`src/rtl/mem_lsu_if.sv`:
```
// Data-memory bus between the load/store unit (master) and the memory (slave).
// Request side is held stable until ready; read data returns later with rvalid.
interface mem_lsu_if;
    logic        req;
    logic        we;
    logic [31:0] addr;
    logic [3:0]  mask;
    logic [31:0] wdata;
    logic        ready;
    logic        rvalid;
    logic [31:0] rdata;

    modport master (
        output req, we, addr, mask, wdata,
        input  ready, rvalid, rdata
    );

    modport slave (
        input  req, we, addr, mask, wdata,
        output ready, rvalid, rdata
    );
endinterface

```
`src/rtl/mem_lsu.sv`:
```
// MEM-stage load/store unit: issues one bus access per EX/MEM instruction, stalls the pipe
// while the access is in flight and returns extended load data with a one-cycle valid pulse.
module mem_lsu (
    input  logic        i_clk,
    input  logic        i_rst_n,
    input  logic        i_valid,
    input  logic        i_mem_read,
    input  logic        i_mem_write,
    input  logic [2:0]  i_funct3,
    input  logic [31:0] i_addr,
    input  logic [31:0] i_store_data,
    input  logic [4:0]  i_rd,
    output logic        o_busy,
    output logic        o_misaligned,
    output logic        o_load_valid,
    output logic [31:0] o_load_data,
    output logic [4:0]  o_load_rd,
    mem_lsu_if.master   dmem
);

    typedef enum logic [1:0] {StIdle, StReq, StWait} state_e;

    state_e      state_q, state_d;
    logic        done_q, done_d;
    logic        req_q, req_d;
    logic        we_q, we_d;
    logic [31:0] addr_q, addr_d;
    logic [3:0]  mask_q, mask_d;
    logic [31:0] wdata_q, wdata_d;
    logic [2:0]  funct3_q, funct3_d;
    logic [1:0]  off_q, off_d;
    logic [4:0]  rd_q, rd_d;
    logic        load_valid_q, load_valid_d;
    logic [31:0] load_data_q, load_data_d;
    logic [4:0]  load_rd_q, load_rd_d;

    logic        access, size_b, size_h, start;
    logic [3:0]  st_mask;
    logic [31:0] st_wdata;
    logic [7:0]  ld_byte;
    logic [15:0] ld_half;
    logic [31:0] ld_ext;

    // funct3[1:0] 00 = byte, 01 = half, anything else is handled as a word
    assign access = i_valid & (i_mem_read | i_mem_write);
    assign size_b = (i_funct3[1:0] == 2'b00);
    assign size_h = (i_funct3[1:0] == 2'b01);

    assign o_misaligned = access & ((size_h & i_addr[0]) |
                                    (!size_b & !size_h & (i_addr[1:0] != 2'b00)));
    // done_q blocks reissue of the instruction still sitting in EX/MEM after completion
    assign start  = (state_q == StIdle) & access & !o_misaligned & !done_q;
    assign o_busy = (state_q != StIdle) | start;

    always_comb begin
        if (size_b) begin
            st_mask  = 4'b0001 << i_addr[1:0];
            st_wdata = {4{i_store_data[7:0]}};
        end else if (size_h) begin
            st_mask  = 4'b0011 << {i_addr[1], 1'b0};
            st_wdata = {2{i_store_data[15:0]}};
        end else begin
            st_mask  = 4'b1111;
            st_wdata = i_store_data;
        end
    end

    assign ld_byte = dmem.rdata[{off_q, 3'b000} +: 8];
    assign ld_half = dmem.rdata[{off_q[1], 4'b0000} +: 16];

    always_comb begin
        case (funct3_q)
            3'b000:  ld_ext = {{24{ld_byte[7]}}, ld_byte};
            3'b001:  ld_ext = {{16{ld_half[15]}}, ld_half};
            3'b100:  ld_ext = {24'h000000, ld_byte};
            3'b101:  ld_ext = {16'h0000, ld_half};
            default: ld_ext = dmem.rdata;
        endcase
    end

    always_comb begin
        state_d      = state_q;
        done_d       = 1'b0;
        req_d        = req_q;
        we_d         = we_q;
        addr_d       = addr_q;
        mask_d       = mask_q;
        wdata_d      = wdata_q;
        funct3_d     = funct3_q;
        off_d        = off_q;
        rd_d         = rd_q;
        load_valid_d = 1'b0;
        load_data_d  = load_data_q;
        load_rd_d    = load_rd_q;
        unique case (state_q)
            StIdle: begin
                if (start) begin
                    state_d  = StReq;
                    req_d    = 1'b1;
                    we_d     = i_mem_write;
                    addr_d   = {i_addr[31:2], 2'b00};
                    mask_d   = i_mem_write ? st_mask : 4'b1111;
                    wdata_d  = st_wdata;
                    funct3_d = i_funct3;
                    off_d    = i_addr[1:0];
                    rd_d     = i_rd;
                end
            end
            StReq: begin
                if (dmem.ready) begin
                    req_d = 1'b0;
                    if (we_q) begin
                        state_d = StIdle;
                        done_d  = 1'b1;
                    end else begin
                        state_d = StWait;
                    end
                end
            end
            StWait: begin
                if (dmem.rvalid) begin
                    state_d      = StIdle;
                    done_d       = 1'b1;
                    load_valid_d = 1'b1;
                    load_data_d  = ld_ext;
                    load_rd_d    = rd_q;
                end
            end
            default: state_d = StIdle;
        endcase
    end

    always_ff @(posedge i_clk) begin
        if (!i_rst_n) begin
            state_q      <= StIdle;
            done_q       <= 1'b0;
            req_q        <= 1'b0;
            we_q         <= 1'b0;
            addr_q       <= '0;
            mask_q       <= '0;
            wdata_q      <= '0;
            funct3_q     <= '0;
            off_q        <= '0;
            rd_q         <= '0;
            load_valid_q <= 1'b0;
            load_data_q  <= '0;
            load_rd_q    <= '0;
        end else begin
            state_q      <= state_d;
            done_q       <= done_d;
            req_q        <= req_d;
            we_q         <= we_d;
            addr_q       <= addr_d;
            mask_q       <= mask_d;
            wdata_q      <= wdata_d;
            funct3_q     <= funct3_d;
            off_q        <= off_d;
            rd_q         <= rd_d;
            load_valid_q <= load_valid_d;
            load_data_q  <= load_data_d;
            load_rd_q    <= load_rd_d;
        end
    end

    assign dmem.req     = req_q;
    assign dmem.we      = we_q;
    assign dmem.addr    = addr_q;
    assign dmem.mask    = mask_q;
    assign dmem.wdata   = wdata_q;
    assign o_load_valid = load_valid_q;
    assign o_load_data  = load_data_q;
    assign o_load_rd    = load_rd_q;

endmodule
```
`src/flat_wrapper.sv`:
```
// flat-port wrapper written by rule: the top's interface ports become plain ports
module mem_lsu_flat 
  (i_clk, i_rst_n, i_valid, i_mem_read, i_mem_write, i_funct3, i_addr, i_store_data, i_rd, o_busy, o_misaligned, o_load_valid, o_load_data, o_load_rd, dmem_req, dmem_we, dmem_addr, dmem_mask, dmem_wdata, dmem_ready, dmem_rvalid, dmem_rdata);
  mem_lsu_if dmem_i ();
  input  logic i_clk;
  input  logic i_rst_n;
  input  logic i_valid;
  input  logic i_mem_read;
  input  logic i_mem_write;
  input  logic [2:0] i_funct3;
  input  logic [31:0] i_addr;
  input  logic [31:0] i_store_data;
  input  logic [4:0] i_rd;
  output logic o_busy;
  output logic o_misaligned;
  output logic o_load_valid;
  output logic [31:0] o_load_data;
  output logic [4:0] o_load_rd;
  output wire logic [$bits(dmem_i.req)-1:0] dmem_req;
  output wire logic [$bits(dmem_i.we)-1:0] dmem_we;
  output wire logic [$bits(dmem_i.addr)-1:0] dmem_addr;
  output wire logic [$bits(dmem_i.mask)-1:0] dmem_mask;
  output wire logic [$bits(dmem_i.wdata)-1:0] dmem_wdata;
  input wire logic [$bits(dmem_i.ready)-1:0] dmem_ready;
  input wire logic [$bits(dmem_i.rvalid)-1:0] dmem_rvalid;
  input wire logic [$bits(dmem_i.rdata)-1:0] dmem_rdata;
  assign dmem_req = dmem_i.req;
  assign dmem_we = dmem_i.we;
  assign dmem_addr = dmem_i.addr;
  assign dmem_mask = dmem_i.mask;
  assign dmem_wdata = dmem_i.wdata;
  assign dmem_i.ready = dmem_ready;
  assign dmem_i.rvalid = dmem_rvalid;
  assign dmem_i.rdata = dmem_rdata;
  mem_lsu u_core (.i_clk(i_clk), .i_rst_n(i_rst_n), .i_valid(i_valid), .i_mem_read(i_mem_read), .i_mem_write(i_mem_write), .i_funct3(i_funct3), .i_addr(i_addr), .i_store_data(i_store_data), .i_rd(i_rd), .o_busy(o_busy), .o_misaligned(o_misaligned), .o_load_valid(o_load_valid), .o_load_data(o_load_data), .o_load_rd(o_load_rd), .dmem(dmem_i));
endmodule
```
`config.mk`:
```
export PLATFORM = sky130hd
export DESIGN_NAME = mem_lsu_flat
export DESIGN_NICKNAME = d
export VERILOG_FILES = /design/src/rtl/mem_lsu_if.sv /design/src/rtl/mem_lsu.sv /design/src/flat_wrapper.sv
export SDC_FILE = /design/constraint.sdc
export NUM_CORES = 1
export LEC_CHECK = 0
export ABC_CLOCK_PERIOD_IN_PS = 3200
export BUFFER_PORTS_ARGS = -buffer_cell sky130_fd_sc_hd__buf_4
export CORE_MARGIN = 10
export CORE_UTILIZATION = 52
export CTS_CLUSTER_SIZE = 28
export DETAILED_ROUTE_END_ITERATION = 12
export GPL_ROUTABILITY_DRIVEN = 0
export MAX_ROUTING_LAYER = met4
export PLACE_DENSITY = 0.89
export SLEW_MARGIN = 20
export SYNTH_ARGS = -nofsm -noshare
export SYNTH_HDL_FRONTEND = slang
export SYNTH_SLANG_ARGS = --single-unit
```
`constraint.sdc`:
```
create_clock -name i_clk -period 3.2 [get_ports i_clk]
set_input_delay 0.64 -clock i_clk [delete_from_list [all_inputs] [get_ports i_clk]]
set_output_delay 0.64 -clock i_clk [all_outputs]
set_load 0.01 [all_outputs]
```
==> results.toml <==
[sta]
hold_viol = 0
period_share_pct = 82.4
finClkSkew_ns = 0.00868
tns_ns = 0
rsz0062_at_grt = "no"
finalSetupViolCount = 0
slew-limit-headroom_pct = 25.8
min_period_ns = 2.64
max_freq_mhz = 379
slew_violations = 0
tightest_slew_ns = 1.11
whs_ns = 0.358

[cts]
cts_setup_buffers = 0
clk_latency_ns = 0.51
clk_pin_slew_ns = 0.06
numCtsBuffers = 17
post_cts_resized = 0
clockBufferDepth = 2
htree_num_levels = 4
cts_sinks = 119
clock-root-buffer = "clkbuf_8"
cts_hold_buffers = 0
tritoncts = "yes"

[pwr]
combPwrFrac_pct = 25.3
power_density_nw_per_um2 = 668
p_leak_nw = 3.13
clkPwrFrac_pct = 40.7
swShare_pct = 31.3
irDropWorstVdd_uv = 421
power_frac_seq_pct = 33.9
internal_power_mw = 3.47
power.total_mw = 5.05
power_switching_mw = 1.58

[floorplan]
die_area_um2 = 14600
io_pins = 221
die_y_um = 121
die_w_um = 121
core_area_um2 = 9820
initial_core_util_pct = 53.8
core.rowCount = 36

[global_routing]
track_usage_pct = 26.4
antenna_found_initial = 0
grt_pass1_wl_mm = 30.6
grt_max_degree = 69
grt_overflow = 0
grt_pass1_vias = 6035

[routing]
drtIter0Drc = 611
drtPass1Iterations = 6
vias_per_cell = 6.06
via_count = 5906
drt-wirelength-per-cell_um = 20.0
antenna_left = 0
drc_errors = 0
wl_mm = 19.5

[critical_path]
max_stage_delay_ns = 0.37
arrival_ns = 2.00
r2r_cells = 7
cp.required_ns = 2.56
critPathSlowestCell = "a2111o_1"
cp_max_fo = 39
crit_path_frequent_cell = "buf_4"
crit_path_end_kind = "output port"
critical_path.cell_chain = "buf_4, o21a_1, a2111o_1, buf_4, nand2_1, buf_4"
critPathKind = "primary input to output port"
r2r_slack_ns = 0.91
startpoint_type = "primary input"

[synth]
synth_top_cell_by_area = "dfxtp_1"
synth.avg_cell_area_um2 = 8.17
synth_area_leaders = "dfxtp_1 (45%), a21oi_1 (10%), o21ai_0 (9.7%)"
synth_cell_type_count = 36
seq_area_frac_synth_pct = 45.1
synth_area_um2 = 5280
synth-seq-cells = 119
yosysWarnings = 0
synth_top_area_share_pct = 45.1
syn_inst = 646

[layout]
mostFrequentLayoutCells = "buf_4 (231), dfxtp_1 (119), a21oi_1 (110), o21ai_0 (102), nand3_1 (65)"
fin_area_um2 = 7550
nets = 944
syn_to_final_growth_pct = 43.1
fillers = 691
drive_gt1_share_pct = 31.7
antenna_cells = 0
final_common_cell = "buf_4"

[job]
maxCapViolCount = 0

[min_path]
hold_depth = 2
hold_class = "primary input to flip-flop"

[place]
place_area_um2 = 6920
hpwl_mm = 13.5
io_buffers = 218

[run_status]
status = "finished clean"
==> kinds of logic after synthesis <==
kind of cell | synth area share, %
buffers and inverters | 6.02
AND/OR/NAND/NOR | 13.1
AO/OA/AOI/OAI | 29.0
adder cells (fa/ha/maj) | 0.948
flip-flops | 45.1
multiplexers | 5.73
other | 0.0710
==> worst max-delay path: cells and delay by family <==
| family | cells | cell delay [ns] |
|---|---|---|
| AND/OR/NAND/NOR | 1 | 0.12 |
| AO/OA/AOI/OAI | 2 | 0.63 |
| buffers and inverters | 3 | 0.59 |
==> metrics by stage <==
| step | worst slack, ns | utilization [%] | std cells |
|---|---|---|---|
| final | 0.562 | 76.9 | 975 |
| after detailed placement | 0.578 | 70.5 | 943 |
| after global placement | 0.636 | 70.5 | 943 |
| after CTS | 0.568 | 76.9 | 975 |
| after global routing | 0.473 | 76.9 | 975 |
| after floorplan | 0.950 | - | 647 |
==> power groups by stage <==
stage / Clock [mW] / Sequential, mW / Combinational [mW]
5_1_grt: 2.14 / 1.73 / 1.39
6_report: 2.05 / 1.71 / 1.28
2_1_floorplan: 0 / 1.78 / 0.667
4_1_cts: 2.07 / 1.71 / 1.27
3_5_place_dp: 0 / 1.74 / 1.25
3_3_place_gp: 0 / 1.73 / 1.21
==> cell type report <==
class	count	area, um^2	area share [%]
inverters	8	30.0	0.397
multi-input cells	451	2590	34.2
repair buffers	232	1750	23.2
clock buffers	20	435	5.76
well taps	133	166	2.20
flip-flops and latches	119	2380	31.5
clock inverters	12	200	2.65
==> worst paths after layout <==
path / from / to
max: i_funct3[1] / o_busy
min: dmem_ready / u_core.dmem.req
max reg2reg: u_core.state_q[0] / u_core.dmem.addr[27]
min reg2reg: u_core.rd_q[1] / u_core.o_load_rd[1]
==> state kept, by name (all words and copies together), names as in the netlist <==
register,cells
u_core.dmem.addr,30
u_core.dmem.mask,4
u_core.dmem.req,1
u_core.dmem.wdata,32
u_core.dmem.we,1
u_core.done_q,1
u_core.funct3_q,3
u_core.o_load_data,32
u_core.o_load_rd,5
u_core.o_load_valid,1
u_core.off_q,2
u_core.rd_q,5
u_core.state_q,2
==> routing by layer <==
layer | wire, um | track usage, % | vias to the layer above
met1 | 7330 | 28.9 | 2789
met3 | 1880 | 8.42 | 60
met5 | 0 | - | -
met2 | 9660 | 43.0 | 346
li1 | - | - | 2711
met4 | 661 | 11.8 | 0
==> Yosys cell counts <==
library cell,count
a2111o_1,1
a2111oi_4,1
a211oi_1,8
a21oi_1,110
a221oi_1,7
a22oi_1,1
a311oi_1,19
a32o_1,1
and2_1,1
and3_1,1
buf_1,2
buf_2,8
buf_4,5
clkbuf_1,54
conb_1,1
dfxtp_1,119
ha_1,4
inv_1,8
mux2_2,2
mux2i_1,28
nand2_1,63
nand2b_1,2
nand3_1,65
nand3b_1,7
nor2_1,4
nor2b_1,4
nor3_1,1
o2111ai_1,1
o211a_1,2
o21a_1,1
o21ai_0,102
o21bai_1,1
o22ai_1,1
o31a_1,2
o31ai_1,8
or3_1,1
Note: power is estimated with default switching activity, not from simulation.
